File: src/rtl/alarm_check_minigame.sv
// Alarm compare and silence logic: rings on a rising time match and silences only
// after the user copies ROUNDS random LED patterns onto the switches before timeout.
module alarm_check_minigame #(
   parameter int ROUNDS    = 3,
   parameter int GAME_SECS = 30
) (
   input  logic        clk,
   input  logic        reset,
   input  logic        spdt4,
   input  logic        sec_tick,
   input  logic [15:0] current_time,
   input  logic [15:0] alarm_time,
   input  logic        push_m,
   input  logic [9:0]  mini_game,
   output logic [9:0]  mini_game_led,
   output logic        ring_led,
   output logic [15:0] num,
   output logic [2:0]  alarm_state,
   output logic        finish4
);

   typedef enum logic [1:0] {IDLE, RING, GAME, DONE} state_t;

   localparam logic [3:0] ROUNDS_L = 4'(ROUNDS);
   localparam logic [7:0] TMO_INIT = {4'(GAME_SECS / 10), 4'(GAME_SECS % 10)};

   state_t      state_q, state_d;
   logic        match_q, push_q, hit_q, hit_d;
   logic [9:0]  lfsr_q, lfsr_d;
   logic [3:0]  round_q, round_d;
   logic [7:0]  tmo_q, tmo_d;
   logic [9:0]  led_q, led_d;
   logic        ring_q, ring_d;
   logic        fin_q, fin_d;
   logic [15:0] num_q, num_d;
   logic [2:0]  ast_q, ast_d;
   logic        match, trigger, press, eq, complete;

   assign match    = (current_time == alarm_time);
   assign trigger  = match & ~match_q;
   assign press    = push_m & ~push_q;
   assign eq       = (mini_game == led_q);
   assign complete = (state_q == GAME) && eq && hit_q;
   // Fibonacci taps at bits 10 and 7 (x^10 + x^7 + 1)
   assign lfsr_d   = {lfsr_q[8:0], lfsr_q[9] ^ lfsr_q[6]};

   always_comb begin
      state_d = state_q;
      round_d = round_q;
      tmo_d   = tmo_q;
      led_d   = led_q;
      ring_d  = ring_q;
      fin_d   = 1'b0;
      hit_d   = 1'b0;
      case (state_q)
         IDLE: begin
            ring_d = 1'b0;
            if (trigger) state_d = RING;
         end
         RING: begin
            if (sec_tick) ring_d = ~ring_q;
            if (press) begin
               state_d = GAME;
               round_d = 4'd1;
               tmo_d   = TMO_INIT;
               led_d   = lfsr_q;
               ring_d  = 1'b0;
            end
         end
         GAME: begin
            ring_d = 1'b0;
            hit_d  = eq & ~complete;
            if (complete) begin
               if (round_q >= ROUNDS_L) begin
                  state_d = DONE;
                  led_d   = '0;
                  fin_d   = 1'b1;
               end else begin
                  round_d = round_q + 4'd1;
                  led_d   = lfsr_q;
                  tmo_d   = TMO_INIT;
               end
            end else if (sec_tick) begin
               if (tmo_q == 8'h00) begin
                  state_d = RING;
                  round_d = 4'd0;
                  led_d   = '0;
               end else if (tmo_q[3:0] == 4'd0) begin
                  tmo_d = {tmo_q[7:4] - 4'd1, 4'd9};
               end else begin
                  tmo_d = {tmo_q[7:4], tmo_q[3:0] - 4'd1};
               end
            end
         end
         DONE: begin
            led_d = '0;
            if (sec_tick) state_d = IDLE;
         end
         default: state_d = IDLE;
      endcase
      if (!spdt4) begin
         state_d = IDLE;
         led_d   = '0;
         ring_d  = 1'b0;
         fin_d   = 1'b0;
         hit_d   = 1'b0;
      end
   end

   // Display and status registers follow the state being entered
   always_comb begin
      num_d = current_time;
      ast_d = 3'b000;
      case (state_d)
         RING: begin
            num_d = alarm_time;
            ast_d = 3'b001;
         end
         GAME: begin
            num_d = {4'd0, round_d, tmo_d};
            ast_d = 3'b010;
         end
         DONE: ast_d = 3'b100;
         default: ast_d = 3'b000;
      endcase
   end

   always_ff @(posedge clk) begin
      if (reset) begin
         state_q <= IDLE;
         match_q <= 1'b0;
         push_q  <= 1'b0;
         hit_q   <= 1'b0;
         lfsr_q  <= 10'h001;
         round_q <= 4'd0;
         tmo_q   <= TMO_INIT;
         led_q   <= '0;
         ring_q  <= 1'b0;
         fin_q   <= 1'b0;
         num_q   <= '0;
         ast_q   <= 3'b000;
      end else begin
         state_q <= state_d;
         match_q <= match;
         push_q  <= push_m;
         hit_q   <= hit_d;
         lfsr_q  <= lfsr_d;
         round_q <= round_d;
         tmo_q   <= tmo_d;
         led_q   <= led_d;
         ring_q  <= ring_d;
         fin_q   <= fin_d;
         num_q   <= num_d;
         ast_q   <= ast_d;
      end
   end

   assign mini_game_led = led_q;
   assign ring_led      = ring_q;
   assign num           = num_q;
   assign alarm_state   = ast_q;
   assign finish4       = fin_q;

endmodule

File: config.mk
export PLATFORM = sky130hd
export DESIGN_NAME = alarm_check_minigame
export DESIGN_NICKNAME = d
export VERILOG_FILES = /design/src/rtl/alarm_check_minigame.sv
export SDC_FILE = /design/constraint.sdc
export NUM_CORES = 1
export LEC_CHECK = 0
export CORE_ASPECT_RATIO = 0.6
export CORE_UTILIZATION = 32
export CTS_CLUSTER_SIZE = 40
export DETAILED_ROUTE_END_ITERATION = 10
export SYNTH_ARGS = -nofsm -noshare
export SYNTH_HDL_FRONTEND = slang
export SYNTH_SLANG_ARGS = --single-unit
File: constraint.sdc
create_clock -name clk -period 9.75 [get_ports clk]
set_input_delay 2.4375 -clock clk [delete_from_list [all_inputs] [get_ports clk]]
set_output_delay 2.4375 -clock clk [all_outputs]
set_load 0.03 [all_outputs]
==> insert_results.sql <==
INSERT INTO impl_metrics (metric_group, metric, value, unit) VALUES
('die', 'ioPinCount', '78', ''),
('sta', 'timing.final.hold_violations', '0', ''),
('sta', 'finalWorstPathRequiredPeriod', '5900', 'ps'),
('worst_hold_path', 'hp-class', 'flip-flop to flip-flop', ''),
('drt', 'route.detailed.wl_per_inst', '15.7', 'um'),
('sta', 'tightestPinTransition', '690', 'ps'),
('die', 'fp.dieW', '128', 'um'),
('die', 'dieArea', '0.00993', 'mm^2'),
('placement', 'place.gp.congestion', '0.902', ''),
('sta', 'totalNegativeSetupSlack', '0', 'ps'),
('global_routing', 'grt_pass1_wl', '13500', 'um'),
('drt', 'number_of_violations_reported_at_the_end_of_detailed_routing_iteration_0', '167', ''),
('sta', 'grt_setup_unrepaired', 'no', ''),
('power_and_ir_drop', 'comb_power_share', '9.5', '%'),
('cts', 'cts.repair.resized', '0', ''),
('power_and_ir_drop', 'cellPowerDensity', '146', 'mW/mm^2'),
('global_routing', 'grt_remaining_overflow', '0', ''),
('drt', 'route.antenna.remaining_nets', '0', ''),
('die', 'core_area', '0.00922', 'mm^2'),
('cts', 'post_cts_buffers', '0', ''),
('cts', 'post_cts_hold_buffer_count', '0', ''),
('final_layout', 'antennaDiodeCount', '0', ''),
('sta', 'worst_slew_margin_rel', '54.0', '%'),
('final_layout', 'area_used_by_multi_input_combinational_logic', '0.00179', 'mm^2'),
('power_and_ir_drop', 'vdd_ir_drop_max', '89.8', 'uV'),
('sta', 'max_clock_freq', '0.169', 'GHz'),
('power_and_ir_drop', 'sw_frac_of_total', '22.1', '%'),
('final_layout', 'final_layout_size_suffix_gt1_share', '8.65', '%'),
('synth', 'share_of_the_yosys_chip_area_belonging_to_registers', '38.1', '%'),
('global_routing', 'grt_antenna_before_repair', '0', ''),
('final_layout', 'final.fill_count', '891', ''),
('drt', 'vias_per_cell', '5.09', ''),
('sta', 'layout_setup_ws', '3850', 'ps'),
('global_routing', 'grt_max_degree', '43', ''),
('cts', 'cts_tree', 'yes', ''),
('synth', 'post_synth_instance_area', '0.00305', 'mm^2'),
('drt', 'dr_wl_met3', '548', 'um'),
('die', 'die_height', '77.6', 'um'),
('synth', 'synth.net_count', '392', ''),
('placement', 'pre_cts_ws', '3550', 'ps'),
('power_and_ir_drop', 'seq_power_share', '39.3', '%'),
('flow_run', 'max-cap-violations', '0', ''),
('drt', 'vias', '2780', ''),
('power_and_ir_drop', 'clock_power_share', '51.2', '%'),
('cts', 'cts_inserted_buffers', '9', ''),
('synth', 'synth_seq_cells', '58', ''),
('worst_setup_path', 'critPathRequiredTime', '9990', 'ps'),
('die', 'initial_utilization', '33.0', '%'),
('cts', 'clk_latency', '330', 'ps'),
('final_layout', 'layout.nets', '471', ''),
('power_and_ir_drop', 'total_power', '0.620', 'mW'),
('final_layout', 'final_core_density', '46.1', '%'),
('synth', 'share_of_flip_flops_with_an_asynchronous_set_or_reset_after_synthesis', '0', '%'),
('placement', 'hpwl', '6580', 'um'),
('drt', 'drcViolationCount', '0', ''),
('final_layout', 'layout-area-overhead-vs-synth', '39.5', '%'),
('die', 'placementRows', '27', ''),
('cts', 'cts-htree-levels', '3', ''),
('drt', 'dr.pass1.iters', '4', ''),
('worst_setup_path', 'setup_cp_type', 'primary input to flip-flop', ''),
('worst_setup_path', 'arrival', '6150', 'ps'),
('sta', 'report.final.slew_viol_count', '0', ''),
('cts', 'cts-root-to-sink-buffers', '2', ''),
('synth', 'synth-main-ff-cell', 'sky130_fd_sc_hd__dfxtp_1', ''),
('power_and_ir_drop', 'power.internal', '0.483', 'mW'),
('drt', 'highest_layer', 'met4', ''),
('worst_setup_path', 'crit_path_max_fanout', '16', ''),
('synth', 'netlist-cell-type-count', '64', ''),
('sta', 'report.final.setup_viol', '0', ''),
('status', 'status', 'complete, no violations', ''),
('worst_setup_path', 'critPathCaptureType', 'flip-flop', '');
sequential cells by signal, indices dropped and copies added, names as in the netlist:
register and count:
lfsr_q 10, match_q 1, alarm_state 3, state_q 2, hit_q 1, round_q 4, push_q 1, tmo_q 8
finish4 1, mini_game_led 10, ring_led 1, num 16
power by group through the flow:
stage / registers [mW] / clock network [mW] / logic (mW)
global placement: 0.249 / 0 / 0.0586
global route: 0.244 / 0.338 / 0.0629
CTS: 0.244 / 0.325 / 0.0590
finish: 0.244 / 0.318 / 0.0588
detailed placement: 0.248 / 0 / 0.0586
floorplan: 0.255 / 0 / 0.0173
worst paths after layout:
path / slack, ps / startpoint / endpoint / cells past startpoint
worst max-delay path: 3850 / mini_game[5] / num[9] / 13
worst max register to register: 5410 / state_q[0] / num[9] / 13
worst min register to register: 450 / lfsr_q[3] / mini_game_led[3] / 1
worst min-delay path: 450 / lfsr_q[3] / mini_game_led[3] / 1
layer usage:
layer	track usage, %	vias to the layer above
met5	0	-
met4	4.94	0
met3	6.07	8
met2	21.1	102
met1	28.6	1301
li1	-	1369
through the flow:
stage	cells	instance area (um^2)	hold slack (ps)
6_report	546	4250	452
4_1_cts	546	4250	453
3_5_place_dp	530	3940	445
3_3_place_gp	530	3940	440
5_1_grt	546	4250	469
2_1_floorplan	332	3050	435
layout make-up:
class,instances,share of cell area [%]
repair buffers,78,18.3
flip-flops and latches,58,27.3
inverters,13,1.15
multi-input cells,251,42.2
well taps,130,3.83
clock buffers,12,6.03
clock inverters,4,1.18
cell usage after synthesis, types with 2 or more instances:
cell type	count	area, um^2
sky130_fd_sc_hd__ha_1	13	163
sky130_fd_sc_hd__and2_1	9	56.3
sky130_fd_sc_hd__a22o_1	10	87.6
sky130_fd_sc_hd__nor2b_1	16	100
sky130_fd_sc_hd__mux2_2	2	22.5
sky130_fd_sc_hd__and3_1	12	75.1
sky130_fd_sc_hd__a22oi_1	9	67.6
sky130_fd_sc_hd__nor3_1	7	35.0
sky130_fd_sc_hd__o21ai_0	6	30.0
sky130_fd_sc_hd__dfxtp_1	58	1160
sky130_fd_sc_hd__o22ai_1	3	18.8
sky130_fd_sc_hd__nand4_1	3	18.8
sky130_fd_sc_hd__a21oi_1	17	85.1
sky130_fd_sc_hd__o211a_1	2	20.0
sky130_fd_sc_hd__o211ai_1	4	30.0
sky130_fd_sc_hd__o21ai_1	5	25.0
sky130_fd_sc_hd__xor2_1	23	201
sky130_fd_sc_hd__inv_1	13	48.8
sky130_fd_sc_hd__a32oi_1	2	17.5
sky130_fd_sc_hd__clkbuf_1	8	30.0
sky130_fd_sc_hd__nand2b_1	4	25.0
sky130_fd_sc_hd__o2bb2ai_1	2	17.5
sky130_fd_sc_hd__nor4_1	8	50.1
sky130_fd_sc_hd__nor2_1	25	93.8
sky130_fd_sc_hd__and4_2	2	20.0
sky130_fd_sc_hd__and4_1	2	17.5
sky130_fd_sc_hd__a31oi_1	2	12.5
sky130_fd_sc_hd__nand4_2	3	37.5
sky130_fd_sc_hd__xnor2_1	4	35.0
sky130_fd_sc_hd__o21bai_1	2	15.0
sky130_fd_sc_hd__buf_4	2	15.0
sky130_fd_sc_hd__nand2_1	16	60.1
sky130_fd_sc_hd__nand3_1	7	35.0
cell families after synthesis:
family	Yosys count	share of synthesized area, %
compound gates	79	19.0
mux	2	0.739
simple gates	130	26.0
xor+xnor	27	7.76
fa+ha+maj	13	5.34
flops	58	38.1
buf+inv	23	3.08
critical path: stages:
cell and delay, ps:
sky130_fd_sc_hd__clkdlybuf4s50_1 410, sky130_fd_sc_hd__xor2_1 170, sky130_fd_sc_hd__nor4_4 460, sky130_fd_sc_hd__and4_1 500, sky130_fd_sc_hd__a32oi_1 180, sky130_fd_sc_hd__a22oi_1 310
sky130_fd_sc_hd__nand2_1 120, sky130_fd_sc_hd__ha_1 500, sky130_fd_sc_hd__inv_1 390, sky130_fd_sc_hd__nand3_1 130, sky130_fd_sc_hd__a21oi_1 250, sky130_fd_sc_hd__nor4_1 80
sky130_fd_sc_hd__nor3_1 210
cells in the final DEF, fill, tap and decap left out, types with 5 or more instances in the layout:
cell	instances
sky130_fd_sc_hd__a22oi_1	9
sky130_fd_sc_hd__nand3_1	7
sky130_fd_sc_hd__o21ai_0	6
sky130_fd_sc_hd__ha_1	13
sky130_fd_sc_hd__clkbuf_16	9
sky130_fd_sc_hd__a21oi_1	17
sky130_fd_sc_hd__a22o_1	10
sky130_fd_sc_hd__dfxtp_1	58
sky130_fd_sc_hd__nor3_1	7
sky130_fd_sc_hd__and3_1	12
sky130_fd_sc_hd__and2_1	9
sky130_fd_sc_hd__nor4_1	8
sky130_fd_sc_hd__nand2_1	16
sky130_fd_sc_hd__xor2_1	23
sky130_fd_sc_hd__o21ai_1	5
sky130_fd_sc_hd__nor2_1	25
sky130_fd_sc_hd__inv_1	13
sky130_fd_sc_hd__nor2b_1	16
sky130_fd_sc_hd__clkdlybuf4s50_1	77
(Power assumes the default switching activity.)
